### config.mk
export PLATFORM = sky130hd
export DESIGN_NAME = tick_watchdog
export DESIGN_NICKNAME = d
export VERILOG_FILES = /design/src/rtl/tick_pkg.sv /design/src/rtl/tick_period_chk.sv /design/src/rtl/tick_watchdog.sv
export SDC_FILE = /design/constraint.sdc
export NUM_CORES = 1
export LEC_CHECK = 0
export CAP_MARGIN = 20
export CORE_MARGIN = 2
export CORE_UTILIZATION = 30
export CTS_CLUSTER_SIZE = 10
export DETAILED_ROUTE_END_ITERATION = 10
export GPL_ROUTABILITY_DRIVEN = 0
export GPL_TIMING_DRIVEN = 0
export PLACE_DENSITY = 0.43
export SYNTH_ARGS = -nofsm -noshare
export SYNTH_HDL_FRONTEND = slang
export SYNTH_SLANG_ARGS = --single-unit
### constraint.sdc
create_clock -name clk -period 5.5 [get_ports clk]
set_input_delay 0.55 -clock clk [delete_from_list [all_inputs] [get_ports clk]]
set_output_delay 0.55 -clock clk [all_outputs]
set_load 0.05 [all_outputs]
### src/rtl/tick_pkg.sv
// Shared types and constants for the tick generator and its downstream consumers.
package tick_pkg;

  // Clocks between consecutive DELAY tick pulses (DELAY N+1).
  localparam int unsigned DEFAULT_PERIOD = 50001;

  typedef enum logic [1:0] {
    WD_IDLE,
    WD_ARMED,
    WD_WARN,
    WD_BITE
  } wd_state_t;

endpackage

### src/rtl/tick_period_chk.sv
// Tick periodicity checker: counts clocks between ticks and raises a sticky fault
// on an early, late or missing tick, or on a DELAY overrun error.
module tick_period_chk
  import tick_pkg::*;
#(
  parameter int unsigned PERIOD = DEFAULT_PERIOD,
  parameter int unsigned GBITS  = 17
) (
  input  logic clk,
  input  logic rst,
  input  logic tick,
  input  logic tick_err,
  output logic fault
);

  localparam logic [GBITS-1:0] GapMax  = {GBITS{1'b1}};
  localparam logic [GBITS:0]   PeriodW = (GBITS+1)'(PERIOD);

  logic [GBITS-1:0] gap_q, gap_d;
  logic [GBITS:0]   gap_inc;
  logic             seen_q, seen_d;
  logic             fault_q, fault_d;

  always_comb begin
    // One bit wider so a saturated gap still compares correctly against PERIOD.
    gap_inc = {1'b0, gap_q} + 1'b1;
    seen_d  = seen_q | tick;
    if (tick) begin
      gap_d = '0;
    end else if (gap_q == GapMax) begin
      gap_d = gap_q;
    end else begin
      gap_d = gap_q + 1'b1;
    end
    fault_d = fault_q | tick_err
            | (seen_q & tick & (gap_inc != PeriodW))
            | (seen_q & ~tick & (gap_inc > PeriodW));
  end

  always_ff @(posedge clk) begin
    if (rst) begin
      gap_q   <= '0;
      seen_q  <= 1'b0;
      fault_q <= 1'b0;
    end else begin
      gap_q   <= gap_d;
      seen_q  <= seen_d;
      fault_q <= fault_d;
    end
  end

  assign fault = fault_q;

endmodule

### src/rtl/tick_watchdog.sv
// Tick-counted watchdog with warn/bite outputs, plus a tick period checker whose
// sticky fault flag goes to the system supervisor.
module tick_watchdog
  import tick_pkg::*;
#(
  parameter int unsigned PERIOD     = DEFAULT_PERIOD,
  parameter int unsigned GBITS      = 17,
  parameter int unsigned WARN_TICKS = 3,
  parameter int unsigned BITE_TICKS = 5,
  parameter int unsigned TBITS      = 8
) (
  input  logic             clk,
  input  logic             rst,
  input  logic             tick,
  input  logic             tick_err,
  input  logic             enable,
  input  logic             kick,
  output logic             warn,
  output logic             bite,
  output logic             fault,
  output logic [TBITS-1:0] tick_cnt
);

  localparam logic [TBITS-1:0] WarnCnt = TBITS'(WARN_TICKS);
  localparam logic [TBITS-1:0] BiteCnt = TBITS'(BITE_TICKS);

  wd_state_t        state_q, state_d;
  logic [TBITS-1:0] cnt_q, cnt_d, cnt_inc;
  logic             warn_q, bite_q;

  tick_period_chk #(
    .PERIOD (PERIOD),
    .GBITS  (GBITS)
  ) u_period_chk (
    .clk      (clk),
    .rst      (rst),
    .tick     (tick),
    .tick_err (tick_err),
    .fault    (fault)
  );

  always_comb begin
    cnt_inc = (cnt_q == {TBITS{1'b1}}) ? cnt_q : cnt_q + 1'b1;
    state_d = state_q;
    cnt_d   = cnt_q;
    unique case (state_q)
      WD_IDLE: begin
        cnt_d = '0;
        if (enable) state_d = WD_ARMED;
      end
      WD_ARMED, WD_WARN: begin
        // Disarm takes priority over kick, and kick over tick.
        if (!enable) begin
          state_d = WD_IDLE;
          cnt_d   = '0;
        end else if (kick) begin
          state_d = WD_ARMED;
          cnt_d   = '0;
        end else if (tick) begin
          cnt_d = cnt_inc;
          if (state_q == WD_ARMED && cnt_inc == WarnCnt) state_d = WD_WARN;
          if (state_q == WD_WARN && cnt_inc == BiteCnt) state_d = WD_BITE;
        end
      end
      WD_BITE: ;
      default: begin
        state_d = WD_IDLE;
        cnt_d   = '0;
      end
    endcase
  end

  always_ff @(posedge clk) begin
    if (rst) begin
      state_q <= WD_IDLE;
      cnt_q   <= '0;
      warn_q  <= 1'b0;
      bite_q  <= 1'b0;
    end else begin
      state_q <= state_d;
      cnt_q   <= cnt_d;
      warn_q  <= (state_d == WD_WARN);
      bite_q  <= (state_d == WD_BITE);
    end
  end

  assign warn     = warn_q;
  assign bite     = bite_q;
  assign tick_cnt = cnt_q;

endmodule

==> results by group <==
Status
  – Status: completed

Synthesis
  – Post-synthesis mux area share: 1.43%
  – Synth top area cells: dfxtp_1, nor2_1, a21oi_1
  – Adder-Cell Fraction of Synth Area: 4.78%
  – Mapped Cells: 269
  – Synth Area per Inst: 7.78 um^2
  – Compound-Gate Fraction of Synth Area: 21.2%
  – Synthesized flop and latch total: 31
  – Distinct cell type count after synthesis: 58
  – Post-synthesis xor/xnor area fraction: 6.28%
  – Yosys top cell area share: 29.6%
  – Cell taking the most area after synthesis: dfxtp_1
  – Mapped Area: 0.00209 mm^2
  – Share of the yosys chip area belonging to registers: 29.6%
  – Primary FF master, synth: dfxtp_1
  – Syn nets: 283
  – Post-synth EDFFs: 0
  – Synth async-reset ratio: 0%
  – Simple-gate area share of the yosys netlist: 30.8%
  – Syn. warnings: 0
  – Combinational family with the most area after synthesis: simple AND/OR/NAND/NOR gates

Worst setup path
  – WP buf/inv: 2
  – Critical Path Most Common Cell: ha_1
  – Crit path max-delay family: simple AND/OR/NAND/NOR gates
  – Critical path endpoint category: flop
  – Max incr delay on CP: 460 ps
  – Worst Path Required: 5650 ps
  – Startpoint types: flop
  – Crit path kind: reg -> reg
  – Crit Path Max Fanout: 10
  – Worst EP arrival: 3020 ps
  – Slowest cell on the critical path: buf_1
  – CP Cell Sequence: ha_1, clkbuf_1, nand4_1, nor4_1, ha_1, buf_1, nor3_1, xnor2_1, nor2_1

Global route
  – GR Layer Usage met1: 17.5%
  – Global-route wire length before repair: 8.83 mm
  – Grt ovf: 0
  – Vias in the first global route: 1850
  – Most Used Layer, Global Route: met2
  – Largest net degree at the start of global routing: 11
  – Met3 Use GR: 3.30%
  – Met2 Use GR: 25.8%
  – Initial antenna violation count: 0
  – GRT Total Usage: 14.7%

Pwr
  – VDD IR-drop max: 78.0 uV
  – Power Total: 481 uW
  – PwrDens: 196 mW/mm^2
  – Leakage: 0.000804 uW

Finish
  – Nets@finish: 306
  – Antenna Cells: 0
  – Layout Utilization: 36.4%
  – Syn-to-layout area delta: 17.4%
  – Layout cells sized above 1: 9.22%

Floorplan
  – Initial Utilization: 31.0%
  – Placement Rows: 30
  – Die Area: 0.00766 mm^2
  – Core region area: 0.00676 mm^2
  – Ports: 17
  – Chip Width: 87.5 um
  – Height of the die: 87.5 um

Placed design
  – PortBufs: 16
  – DP Worst Slack: 2680 ps
  – DP HPWL: 3.96 mm

STA
  – Worst-Margin Slew: 719 ps
  – RSZ-0062 raised after global routing: false
  – Final hold violation count: 0
  – Final setup violation count: 0
  – Setup TNS: 0 ps
  – Slew Limit Fails: 0
  – Final worst-path cycle share: 52.1%
  – Worst Slack Setup Final: 2630 ps
  – Max transition margin: 51.5%
  – Max Fclk: 349 MHz
  – Final min period: 2870 ps
  – Clk_skew: 8.60 ps

Clock network
  – H-tree lvl count: 2
  – CTS tree: yes
  – Clk_lat worst skew: 290 ps
  – CTS Sinks: 31
  – Post_cts resized: 0
  – # hold bufs at CTS: 0
  – Largest buffer count on any clock path: 2
  – Postcts setup bufs: 0
  – Clk root buf: clkbuf_8
  – Clk slew on worst S/H paths: 70 ps
  – CTS buffer count: 5

Drt
  – Drt wl/cell: 14.3 um
  – Number of nets still failing antenna checks after routing: 0
  – DR vias: 1946
  – DRT Wirelength: 5.32 mm
  – First-pass DRT Iterations: 4
  – Vias per cell: 5.22
  – DRT iter0 DRCs: 64
  – Drc violations: 0

Hold path
  – Hold WC Path Type: reg -> reg

Run
  – Max-Cap Viols: 0
worst register-to-register path: cells and delay by family (launching register included):
family / cells / cell delay (ps)
buffers and inverters: 2 / 800
DFF: 1 / 340
adders and majority gates: 2 / 480
xor gates and xnor gates: 1 / 160
and+or+nand+nor: 4 / 950
where the power goes:
group	internal, uW	switching (uW)	total, uW
Combinational	18.4	27.4	45.7
Sequential	228	3.70	231
Clock	114	90.0	204
state kept, by name, indices dropped and copies added (netlist names):
signal and cells:
bite 1, tick_cnt 8, state_q 2, u_period_chk.fault 1, warn 1, u_period_chk.seen_q 1, u_period_chk.gap_q 17
worst paths after layout:
kind | startpoint | endpoint | slack (ps) | cells after the start
max | u_period_chk.gap_q[1]$_SDFFE_PP0P_ | u_period_chk.gap_q[5]$_SDFFE_PP0P_ | 2630 | 9
min | u_period_chk.seen_q$_SDFF_PP0_ | u_period_chk.seen_q$_SDFF_PP0_ | 520 | 2
max reg2reg | u_period_chk.gap_q[1]$_SDFFE_PP0P_ | u_period_chk.gap_q[5]$_SDFFE_PP0P_ | 2630 | 9
min reg2reg | u_period_chk.seen_q$_SDFF_PP0_ | u_period_chk.seen_q$_SDFF_PP0_ | 520 | 2
synthesized netlist by cell type, types with 2 or more instances:
master	number
dfxtp_1	31
and3_1	6
xnor2_1	10
nor2_1	32
clkbuf_2	2
nand4_1	6
ha_1	8
nand2b_1	3
a311oi_1	2
nand2_1	18
nor3_1	12
mux2i_1	3
nor4b_1	2
o211ai_1	3
nand3_1	11
nand3b_1	3
nor2b_1	4
and2_1	4
a31oi_1	4
or2_2	4
buf_2	6
clkbuf_1	6
a21oi_1	20
xor2_1	5
inv_1	12
or3_1	6
a21o_1	2
and4_1	2
o21ai_0	13
routing by layer:
metal  vias up  wire length [um]
met5         -                 0
met4         0                99
met3         8               114
met2        17              2630
met1       903              2480
li1       1018                 -
cell type report:
type                    instances  area, um^2
fillers                       719        4300
multi-input cells             210        1350
flip-flops and latches         31         621
repair buffers                 16         160
well taps                      80         100
clock buffers                   7        96.3
plain buffers                  16        77.6
inverters                      12        45.0
clock inverters                 1        7.51
cell families after synthesis:
logic type | after synthesis
AND/OR/NAND/NOR | 120
XOR/XNOR | 15
multiplexers | 3
buffers and inverters | 28
flip-flops | 31
adder cells (fa/ha/maj) | 8
AO/OA/AOI/OAI | 64
layout by cell type (no fill, tap or decap), types with 4 or more instances in the layout:
master / instances
clkbuf_1: 6
buf_2: 6
nand4_1: 6
nor2_1: 32
dfxtp_1: 31
inv_1: 12
nor3_1: 12
a21oi_1: 20
or3_1: 6
a31oi_1: 4
o21ai_0: 13
clkbuf_8: 7
xnor2_1: 10
nor2b_1: 4
and3_1: 6
and2_1: 4
clkdlybuf4s50_1: 16
nand3_1: 11
or2_2: 4
nand2_1: 18
ha_1: 8
xor2_1: 5
through the flow:
step	hold WS, ps	area (um^2)	std cells
floorplan	472	2090	269
global route	558	2460	373
CTS	517	2460	373
finish	520	2460	373
detailed placement	510	2350	365
global placement	501	2350	365
Note: power is estimated with default switching activity, not from simulation.
